## src/rtl/nco_sweep_ctrl.sv

```systemverilog
// Steps an NCO phase increment through n_steps segments, waiting LAT settle cycles before each dwell window.
// Latency: every output is a flop, so an accepted start is visible one cycle later and the first seg_valid follows after LAT settle cycles.
// Backpressure: none. A start that arrives while a sweep is running is dropped, and abort always takes priority.
module nco_sweep_ctrl #(
  parameter int APR = 32,
  parameter int LAT = 6,
  parameter int NSW = 16,
  parameter int DWW = 16
) (
  input  logic           clk,
  input  logic           reset_n,
  input  logic           start,
  input  logic           abort,
  input  logic [APR-1:0] inc_start,
  input  logic [APR-1:0] inc_step,
  input  logic [NSW-1:0] n_steps,
  input  logic [DWW-1:0] dwell,
  output logic [APR-1:0] phi_inc_o,
  output logic           nco_clken,
  output logic           seg_valid,
  output logic [NSW-1:0] step_idx,
  output logic           busy,
  output logic           done
);

  // The settle and dwell phases share one down-counter. It must be wide enough for either load value.
  localparam int LAT_EFF = (LAT < 1) ? 1 : LAT;
  localparam int LW      = $clog2(LAT_EFF + 1);
  localparam int CW      = (DWW > LW) ? DWW : LW;
  localparam logic [CW-1:0] SETTLE_LOAD = CW'(LAT_EFF);

  typedef enum logic [1:0] {
    IDLE   = 2'd0,
    SETTLE = 2'd1,
    DWELL  = 2'd2,
    DONE   = 2'd3
  } state_t;

  state_t         state_q, state_d;
  logic [APR-1:0] phi_q, phi_d;
  logic [APR-1:0] step_q, step_d;
  logic [NSW-1:0] last_q, last_d;
  logic [DWW-1:0] dwell_q, dwell_d;
  logic [CW-1:0]  cnt_q, cnt_d;
  logic [NSW-1:0] idx_q, idx_d;
  logic           busy_q, busy_d;
  logic           clken_q, clken_d;
  logic           segv_q, segv_d;
  logic           done_q, done_d;

  // Next-state logic, including sweep parameter capture and the phase-increment step.
  // Status outputs are decoded from the next state, so they are aligned with state_q once registered.
  always_comb begin
    state_d = state_q;
    phi_d   = phi_q;
    step_d  = step_q;
    last_d  = last_q;
    dwell_d = dwell_q;
    cnt_d   = cnt_q;
    idx_d   = idx_q;

    case (state_q)
      IDLE: begin
        if (start && !abort) begin
          step_d  = inc_step;
          // A zero segment count or zero dwell is treated as one, so every sweep yields at least one valid cycle.
          last_d  = (n_steps == '0) ? '0 : n_steps - NSW'(1);
          dwell_d = (dwell == '0) ? DWW'(1) : dwell;
          phi_d   = inc_start;
          idx_d   = '0;
          cnt_d   = SETTLE_LOAD;
          state_d = SETTLE;
        end
      end
      SETTLE: begin
        if (cnt_q <= CW'(1)) begin
          cnt_d   = CW'(dwell_q);
          state_d = DWELL;
        end else begin
          cnt_d = cnt_q - CW'(1);
        end
      end
      DWELL: begin
        if (cnt_q <= CW'(1)) begin
          if (idx_q == last_q) begin
            cnt_d   = '0;
            state_d = DONE;
          end else begin
            // The increment wraps modulo 2^APR; a negative step is applied as a two's-complement add.
            phi_d   = phi_q + step_q;
            idx_d   = idx_q + NSW'(1);
            cnt_d   = SETTLE_LOAD;
            state_d = SETTLE;
          end
        end else begin
          cnt_d = cnt_q - CW'(1);
        end
      end
      DONE: begin
        state_d = IDLE;
      end
      default: begin
        state_d = IDLE;
      end
    endcase

    if (abort) begin
      state_d = IDLE;
      phi_d   = '0;
      idx_d   = '0;
      cnt_d   = '0;
    end

    busy_d  = (state_d == SETTLE) || (state_d == DWELL);
    clken_d = busy_d;
    segv_d  = (state_d == DWELL);
    done_d  = (state_d == DONE);
  end

  // State, datapath and output registers. All of them are cleared asynchronously by reset.
  always_ff @(posedge clk or negedge reset_n) begin
    if (!reset_n) begin
      state_q <= IDLE;
      phi_q   <= '0;
      step_q  <= '0;
      last_q  <= '0;
      dwell_q <= '0;
      cnt_q   <= '0;
      idx_q   <= '0;
      busy_q  <= 1'b0;
      clken_q <= 1'b0;
      segv_q  <= 1'b0;
      done_q  <= 1'b0;
    end else begin
      state_q <= state_d;
      phi_q   <= phi_d;
      step_q  <= step_d;
      last_q  <= last_d;
      dwell_q <= dwell_d;
      cnt_q   <= cnt_d;
      idx_q   <= idx_d;
      busy_q  <= busy_d;
      clken_q <= clken_d;
      segv_q  <= segv_d;
      done_q  <= done_d;
    end
  end

  assign phi_inc_o = phi_q;
  assign nco_clken = clken_q;
  assign seg_valid = segv_q;
  assign step_idx  = idx_q;
  assign busy      = busy_q;
  assign done      = done_q;

endmodule

```

## config.mk

```make
export PLATFORM = sky130hd
export DESIGN_NAME = nco_sweep_ctrl
export DESIGN_NICKNAME = d
export VERILOG_FILES = /design/src/rtl/nco_sweep_ctrl.sv
export SDC_FILE = /design/constraint.sdc
export NUM_CORES = 1
export LEC_CHECK = 0
export BUFFER_PORTS_ARGS = -buffer_cell sky130_fd_sc_hd__buf_4
export CAP_MARGIN = 25
export CELL_PAD_IN_SITES_DETAIL_PLACEMENT = 1
export CELL_PAD_IN_SITES_GLOBAL_PLACEMENT = 1
export CORE_MARGIN = 2
export CORE_UTILIZATION = 46
export CTS_CLUSTER_DIAMETER = 200
export DETAILED_ROUTE_END_ITERATION = 6
export GPL_TIMING_DRIVEN = 0
export PLACE_DENSITY_LB_ADDON = 0.1
export SYNTH_ARGS = -nofsm -noshare
export SYNTH_HDL_FRONTEND = slang
export SYNTH_SLANG_ARGS = --single-unit
```

## constraint.sdc

```tcl
create_clock -name clk -period 6.13 [get_ports clk]
set_clock_uncertainty 0.1 [all_clocks]
set_input_delay 0.9195 -clock clk [delete_from_list [all_inputs] [get_ports clk]]
set_output_delay 0.9195 -clock clk [all_outputs]
set_load 0.01 [all_outputs]
```

==> results.cfg, run 1 <==
[timing]
setup_viol_count_final = 0
drv_slew = 0
whs_ps = 281
worst_pin_slew_ps = 808
rsz0062_at_grt = no
finalSetupTns_ps = 0
relSlewSlack_pct = 45.6
period_share_pct = 62.9
finalHoldViolCount = 0
timing.final.ws_setup_ps = 2270
fmax_ghz = 0.259
layout_min_cycle_time_ps = 3860

[place]
port_buffers = 151
dp.cells = 1181
preCtsSetupSlack_ps = 2260
gp_congestion = 0.893
dpl.hpwl_um = 18200

[route]
via_count = 7007
drc = 0
vias_per_cell = 5.78
avgRoutedWirePerCell_um = 20.6
ant_nets = 0
drt_iter0_drc = 344
totalWireLength_um = 25000
first_pass_iters = 4

[worst_setup_path]
reg2reg_depth = 12
rr_endpoint = step_idx[3]$_DFFE_PN0P_
worst-endpoint-arrival_ps = 4030
critPathKind = reg -> reg
r2r_start = state_q[0]$_DFF_PN0_
cp-end-kind = flop
path_max_fanout = 10
critPathRequiredTime_ps = 6300
start_kind = flop
regToRegSetupSlack_ps = 2270

[layout]
n_fill_cell = 1899
n_antenna_cell = 0
finalNetCount = 1121
area_growth_pct = 26.9
drive_above_1_share_pct = 25.0
fin_cells = 1213

[synthesis]
ys_warn_count = 0
ys.flop_type = dfrtp_1
synth_edf_count = 0
synth_nets = 950
ys_ff_latch = 133
async_flop_share_pct = 100
mappedNetlistArea_um2 = 7840
synth.distinct_cells = 64
ys_seq_area_share_pct = 42.4
postSynthAreaPerCell_um2 = 9.70
netlist_instances = 809

[clock_tree]
htreeDepth = 4
clk_pin_slew_ps = 60
cts_setup_buffers = 0
clock_latency_ps = 440
cts_num_sinks = 133
cts_buffers = 17
cts_tree = done
cts_buffer_depth = 2
cts-resized-gates = 0
clockRootBuffer = clkbuf_16
ctsHoldBuffers = 0

[pwr]
seq_power_share_pct = 31.3
p_sw_uw = 1440
p_sw_share_pct = 36.4
power_density_nw_per_um2 = 399
power.internal_uw = 2530
vdd_drop_max_mv = 0.241
combPwrFrac_pct = 39.1
leakage_uw = 0.00460
p_clk_share_pct = 29.7

[global_route]
overflow = 0
grt_pass1_wl_um = 40900
first_global_vias = 7795
track_usage_pct = 28.8
grt_antenna_before_repair = 0
grt_max_degree = 99

[floorplan]
initial_core_util_pct = 47.1
die_w_um = 135
dieArea_um2 = 18100
coreArea_um2 = 16600
ioPinCount = 152
rows = 47
die_h_um = 135

[flow_run]
max_cap_viol_count = 0

[outcome]
status = finished, final reports clean

[min_path]
min_path_type = in -> async
per-layer routing:
metal / vias up / track usage [%] / routed length (µm)
met5: - / 0 / 0
met4: 0 / 8.77 / 469
met2: 166 / 51.6 / 12900
li1: 3269 / - / -
met3: 37 / 6.38 / 1170
met1: 3535 / 34.6 / 10500
Yosys cell counts, drive strengths merged, types with 3 or more instances:
master	count	area share [%]
a31oi	10	0.80
nor2b	9	0.72
or2	5	0.40
a21o	13	1.2
xor2	42	4.7
nor4	13	1.2
and2	5	0.40
or4	5	0.57
nand2	82	3.9
o31ai	12	1.1
or3	7	0.56
ha	40	6.4
nand4	4	0.32
o211ai	7	0.67
a21oi	49	3.1
mux2	47	6.7
a22oi	14	1.3
a221oi	4	0.53
o21ai	82	5.2
a211oi	4	0.38
nor3b	4	0.45
o31a	3	0.34
nand3b	3	0.29
a311oi	3	0.34
nand3	10	0.64
xnor2	25	2.8
mux2i	16	2.0
o21a	3	0.29
nor3	19	1.4
nor2	51	2.4
dfrtp	133	42
and3	6	0.48
buf	9	0.53
clkbuf	23	1.1
inv	21	1.0
cell families after synthesis:
group,share of synthesized area [%]
simple gates,14.4
buf+inv,2.63
mux,8.79
compound gates,17.7
flops,42.4
fa+ha+maj,6.64
xor+xnor,7.48
layout by cell type (no fill, tap or decap), types with 4 or more instances in the layout:
cell	n
o31ai_1	12
o211ai_1	7
inv_1	21
a31oi_1	10
buf_4	151
clkbuf_8	5
bufinv_16	5
and2_1	4
or3_1	7
o21ai_1	4
a211oi_1	4
xor2_1	42
o21ai_0	78
nor3_1	18
a22oi_1	14
clkbuf_16	17
xnor2_1	25
clkbuf_1	25
a21oi_1	49
nand3_1	10
buf_1	5
dfrtp_1	133
a21o_1	13
and3_1	6
nand2_1	82
nor2_1	51
or2_2	5
nor4_1	12
mux2i_1	16
mux2_2	47
ha_1	40
nand4_1	4
nor2b_1	9
power by group through the flow:
stage / clock (µW) / sequential, µW / combinational [µW]
floorplan: 0 / 1220 / 1050
global placement: 0 / 1240 / 1440
detailed placement: 0 / 1250 / 1520
CTS: 1180 / 1240 / 1550
global route: 1230 / 1270 / 1720
finish: 1180 / 1240 / 1550
layout make-up:
class | count | area, µm² | area share (%)
Buffer | 32 | 128 | 1.28
Clock buffer | 24 | 502 | 5.04
Clock inverter | 8 | 168 | 1.68
Inverter | 21 | 78.8 | 0.792
Multi-Input combinational cell | 623 | 4310 | 43.3
Sequential cell | 133 | 3330 | 33.4
Tap cell | 220 | 275 | 2.77
Timing Repair Buffer | 152 | 1160 | 11.7
worst max-delay path by stage:
stage	end	start	slack, ps
2_1_floorplan	phi_inc_o[20]$_DFFE_PN0P_	phi_inc_o[0]$_DFFE_PN0P_	3090
3_3_place_gp	phi_inc_o[19]$_DFFE_PN0P_	start	2420
3_5_place_dp	phi_inc_o[14]$_DFFE_PN0P_	start	2260
4_1_cts	step_idx[3]$_DFFE_PN0P_	state_q[0]$_DFF_PN0_	2270
5_1_grt	phi_inc_o[29]$_DFFE_PN0P_	state_q[0]$_DFF_PN0_	1960
6_report	step_idx[3]$_DFFE_PN0P_	state_q[0]$_DFF_PN0_	2270
critical path, stage by stage, from the launching register on:
cell	delay, ps
dfrtp_1	390
inv_1	130
ha_1	170
clkbuf_1	240
mux2i_1	270
nor2b_1	470
nor2b_1	90
clkbuf_1	240
a31oi_1	300
nor2_1	170
nand2_1	350
clkbuf_1	550
o21ai_0	230
flip-flops by register name, summed over array words and instances, names as in the netlist:
signal / cells
phi_inc_o: 32
step_q: 32
cnt_q: 16
dwell_q: 16
last_q: 16
step_idx: 16
state_q: 2
done: 1
nco_clken: 1
seg_valid: 1
through the flow:
stage | util [%] | power, µW | area [µm²]
2_1_floorplan | - | 2270 | 7840
3_3_place_gp | 55.6 | 2680 | 9250
3_5_place_dp | 55.8 | 2770 | 9280
4_1_cts | 59.8 | 3980 | 9950
5_1_grt | 59.8 | 4210 | 9950
6_report | 59.8 | 3970 | 9950
Note: power is estimated with default switching activity, not from simulation.
==> run 2: changes to the inputs <==
CORE_UTILIZATION = 43   (was 46)
clock period = 3.6 ns   (was 6.13 ns; I/O delays follow)
==> run 2 against run 1 <==
Wire length decreased by 5.1%; setup slack got worse by 2100 ps; design area decreased by 0.21%; clock power increased by 53%; via count decreased by 3.1%; critical endpoint is now phi_inc_o[31]$_DFFE_PN0P_.
==> results.cfg, run 2 (synthesized netlist as in run 1, its figures left out) <==
[layout]
drive_above_1_share_pct = 25.8
final_cell_mix = buf_4 (151), dfrtp_1 (133), nand2_1 (81)
area_growth_pct = 26.6
n_antenna_cell = 0
finalNetCount = 1121
n_fill_cell = 2025
layout_commonest_cell = buf_4

[pwr]
p_sw_share_pct = 36.8
power_density_nw_per_um2 = 657
power.internal_uw = 4130
p_sw_uw = 2400
leakage_uw = 0.00460
combPwrFrac_pct = 40.0
seq_power_share_pct = 32.2
p_clk_share_pct = 27.8
vdd_drop_max_mv = 0.346

[worst_setup_path]
worst-endpoint-arrival_ps = 3620
critPathRequiredTime_ps = 3810
cp-end-kind = flop
cp-startpoint = phi_inc_o[4]$_DFFE_PN0P_
path_max_fanout = 5
rr_endpoint = phi_inc_o[31]$_DFFE_PN0P_
critPathKind = reg -> reg
start_kind = flop
regToRegSetupSlack_ps = 190
reg2reg_depth = 10
r2r_start = phi_inc_o[4]$_DFFE_PN0P_

[min_path]
worstHoldPathCells = 3
hp-start = inc_start[28]
min_to = phi_inc_o[28]$_DFFE_PN0P_
min_path_type = in -> reg

[route]
dr.max_layer_used = met4
ant_nets = 0
vias_per_cell = 5.56
drt_iter0_drc = 323
wl_met2_um = 12100
wl_met3_um = 1030
first_pass_iters = 4
totalWireLength_um = 23700
drc = 0
via_count = 6790
drt-met1-wl_um = 10200
avgRoutedWirePerCell_um = 19.4

[floorplan]
die_w_um = 139
ioPinCount = 152
dieArea_um2 = 19300
die_h_um = 139
rows = 49
initial_core_util_pct = 43.8
coreArea_um2 = 17900

[place]
dpl.hpwl_um = 17400
port_buffers = 151
gp_congestion = 0.803
preCtsSetupSlack_ps = -206

[clock_tree]
cts_buffer_depth = 2
htreeDepth = 4
cts_setup_buffers = 0
cts_buffers = 17
clk_pin_slew_ps = 60
cts_tree = done
cts_num_sinks = 133
clockRootBuffer = clkbuf_16
clock_latency_ps = 430

[global_route]
first_global_vias = 7383
track_usage_pct = 25.1
overflow = 0
grt_antenna_before_repair = 0
grt_pass1_wl_um = 38600
grt_max_degree = 84

[timing]
rsz0062_at_grt = no
finalSetupTns_ps = 0
setup_viol_count_final = 0
finalHoldViolCount = 0
worst_pin_slew_ps = 874
fmax_ghz = 0.294
relSlewSlack_pct = 41.7
layout_min_cycle_time_ps = 3410
period_share_pct = 94.6
drv_slew = 0
timing.final.ws_setup_ps = 193

[outcome]
status = finished, final reports clean

[flow_run]
max_cap_viol_count = 0
[run 2: changes by cell type in the layout (fill, tap and decap cells not counted)]
| cell | change |
|---|---|
| dlygate4sd3_1 | +1 |
| bufinv_16 | -2 |
| buf_1 | -1 |
| nand2_2 | +1 |
| nor2b_4 | +1 |
| clkbuf_2 | +6 |
| nand2_1 | -1 |
| clkbuf_8 | -2 |
| a221oi_2 | -1 |
| nor2b_1 | -1 |
| a221oi_4 | +1 |
| clkbuf_1 | -6 |
| clkinv_2 | +4 |
[run 2: final cells by class]
class / count / area, µm² / area share, %
flip-flops and latches: 133 / 3330 / 33.5
multi-input cells: 623 / 4330 / 43.6
repair buffers: 153 / 1170 / 11.8
plain buffers: 31 / 131 / 1.32
well taps: 229 / 287 / 2.88
clock inverters: 10 / 128 / 1.28
inverters: 21 / 78.8 / 0.794
clock buffers: 22 / 474 / 4.77
[run 2: layer usage]
metal,vias to the layer above,global-route usage [%]
met1,3383,31.6
met3,21,5.08
met2,116,43.7
met5,-,0
li1,3270,-
met4,0,7.60
[run 2: repair_timing]
item / CTS / global route
setup endpoints to repair: 14 / 37
pin swaps: 0 / 0
hold endpoints to repair: 50 / 0
gates resized for setup: 2 / 11
hold buffers: 1 / 0
[run 2: worst max path at each step]
stage	endpoint	slack, ps	cells after the start
finish	phi_inc_o[31]$_DFFE_PN0P_	190	10
global route	phi_inc_o[31]$_DFFE_PN0P_	30	10
CTS	phi_inc_o[29]$_DFFE_PN0P_	10	12
detailed placement	phi_inc_o[14]$_DFFE_PN0P_	-210	12
global placement	phi_inc_o[14]$_DFFE_PN0P_	-80	12
floorplan	phi_inc_o[20]$_DFFE_PN0P_	560	11
[run 2: metrics by stage]
stage | utilization, % | power [µW] | instances | area (µm²) | hold WS, ps
final | 55.5 | 6530 | 1222 | 9930 | 233
after global routing | 55.5 | 6960 | 1222 | 9930 | 238
after CTS | 55.4 | 6550 | 1223 | 9910 | 228
after detailed placement | 51.9 | 4680 | 1190 | 9300 | 387
after global placement | 51.7 | 4610 | 1189 | 9260 | 381
after floorplan | - | 3860 | 809 | 7840 | 144
[run 2: power by group through the flow]
stage / clock network, µW / logic, µW / registers [µW]
after floorplan: 0 / 1790 / 2070
after global placement: 0 / 2500 / 2110
after detailed placement: 0 / 2560 / 2120
after CTS: 1840 / 2600 / 2100
after global routing: 1890 / 2920 / 2140
final: 1810 / 2610 / 2100
[run 2: critical path, stage by stage, from the launching register on]
cell and delay [ps]:
dfrtp_1 410, ha_1 390, o211ai_1 160, o211ai_1 300
nand3_1 160, a31oi_1 430, o21ai_1 200, a311oi_1 420
xnor2_1 150, a31o_2 270, a221o_1 300
==> run 3: changes to the inputs <==
ABC_CLOCK_PERIOD_IN_PS = 3600   (was unset)
CORE_ASPECT_RATIO = 1.25   (was unset)
==> run 3 against run 2 <==
The run now ends with hold timing left; core utilization fell by 0.41 points; non-clock buffer count did not move; flip-flop and latch count did not move; cell count barely moved; largest power group unchanged; first-iteration DRC count fell by 16%; highest routed layer unchanged; via count rose by 0.81%.
==> results.cfg, run 3 (synthesized netlist as in run 1, its figures left out) <==
[floorplan]
die_w_um = 125
coreArea_um2 = 18000
initial_core_util_pct = 43.7
dieArea_um2 = 19300
ioPinCount = 152
rows = 55
die_h_um = 155

[worst_setup_path]
crit_buf_inv = 0
path_max_fanout = 4
start_kind = flop
rr_endpoint = phi_inc_o[20]$_DFFE_PN0P_
r2r_start = phi_inc_o[0]$_DFFE_PN0P_
critPathRequiredTime_ps = 3800
reg2reg_depth = 11
regToRegSetupSlack_ps = 250
slowest_delay_ps = 420
crit_chain = ha_1, fa_1, a21o_1, a221oi_2, a211oi_1, o21a_1, or2_2, a21o_1, a31oi_1, xor2_1, o21ai_0
cp_slowest_cell = fa_1
endpoint = phi_inc_o[20]$_DFFE_PN0P_
crit_top_cell = a21o_1
critPathKind = reg -> reg
crit_cells = 11
worst-endpoint-arrival_ps = 3550
critPathTopFamily = compound AO/OA/AOI/OAI gates
cp-startpoint = phi_inc_o[0]$_DFFE_PN0P_
cp-end-kind = flop

[layout]
n_antenna_cell = 0
fin_cells = 1221
multi_input_area_um2 = 4320
seq_area_um2 = 3330
layout_commonest_cell = buf_4
finalNetCount = 1121
final_cell_mix = buf_4 (151), dfrtp_1 (133), nand2_1 (81)
n_fill_cell = 2050
drive_above_1_share_pct = 25.5
area_growth_pct = 26.1

[clock_tree]
clk_pin_slew_ps = 60
cts_buffer_depth = 2
clockRootBuffer = clkbuf_16
htreeDepth = 4
cts_buffers = 17
cts_setup_buffers = 0
clock_latency_ps = 430
cts_tree = done
ctsHoldBuffers = 0
cts_num_sinks = 133

[route]
drt_iter0_drc = 272
totalWireLength_um = 23000
ant_nets = 0
avgRoutedWirePerCell_um = 18.9
vias_per_cell = 5.61
via_count = 6845
first_pass_iters = 4
drc = 0

[global_route]
track_usage_pct = 24.6
grt_max_degree = 74
overflow = 0
grt_pass1_wl_um = 38200
first_global_vias = 7483
grt_antenna_before_repair = 0

[timing]
rsz0062_at_grt = no
finalSetupTns_ps = 0
relSlewSlack_pct = 47.9
whs_ps = -24.5
setup_viol_count_final = 0
worst_pin_slew_ps = 774
layout_min_cycle_time_ps = 3350
finalHoldViolCount = 6
fmax_ghz = 0.298
drv_slew = 0
period_share_pct = 93.1

[outcome]
violations = hold timing
status = complete, but fails checks

[pwr]
leakage_uw = 0.00457
power_density_nw_per_um2 = 647
vdd_drop_max_mv = 0.387

[place]
port_buffers = 151
dp.cells = 1189
gp_congestion = 0.799
dpl.hpwl_um = 17400

[flow_run]
max_cap_viol_count = 0

[min_path]
min_path_type = in -> async
==> run 3: layout make-up <==
type	instances	share of cell area, %
multi-input cells	623	43.7
flip-flops and latches	133	33.6
repair buffers	152	11.8
clock buffers	24	4.87
well taps	228	2.88
plain buffers	32	1.34
clock inverters	8	0.999
inverters	21	0.797
==> run 3: report_power, final <==
| group | switching (µW) | internal, µW | leakage, µW |
|---|---|---|---|
| clock | 671 | 1070 | 0.000280 |
| sequential | 262 | 1840 | 0.00169 |
| combinational | 1420 | 1140 | 0.00259 |
==> run 3: metrics by stage <==
stage	utilization, %	worst slack, ps	total power, µW	area [µm²]
final	55.1	247	6400	9890
after detailed placement	51.7	-148	4670	9290
after floorplan	-	562	3860	7840
after global placement	51.6	-112	4610	9260
after global routing	55.1	6.86	6860	9890
after CTS	55.0	52.4	6450	9880
==> run 3: timing repair <==
| action | 4_1_cts | 5_1_grt |
|---|---|---|
| hold endpoints to repair | 0 | 0 |
| endpoints found under the setup margin | 11 | 36 |
| resized for setup | 2 | 6 |
==> run 3: worst min path at each step <==
stage | startpoint | to | slack [ps] | cells after the start
2_1_floorplan | reset_n | cnt_q[0]$_DFFE_PN0P_ | 140 | 0
3_3_place_gp | last_q[8]$_DFFE_PN0P_ | last_q[8]$_DFFE_PN0P_ | 380 | 1
3_5_place_dp | last_q[14]$_DFFE_PN0P_ | last_q[14]$_DFFE_PN0P_ | 390 | 2
4_1_cts | reset_n | last_q[12]$_DFFE_PN0P_ | 10 | 1
5_1_grt | reset_n | last_q[12]$_DFFE_PN0P_ | 30 | 1
6_report | reset_n | last_q[12]$_DFFE_PN0P_ | -20 | 1
==> run 3: layer usage <==
metal / share of wire, % / track usage, % / routed length, µm / vias up
met5: 0 / 0 / 0 / -
met4: 1.6 / 8.13 / 375 / 0
met3: 3.4 / 4.54 / 783 / 21
met2: 54 / 45.3 / 12300 / 110
met1: 41 / 28.7 / 9550 / 3439
li1: - / - / - / 3275
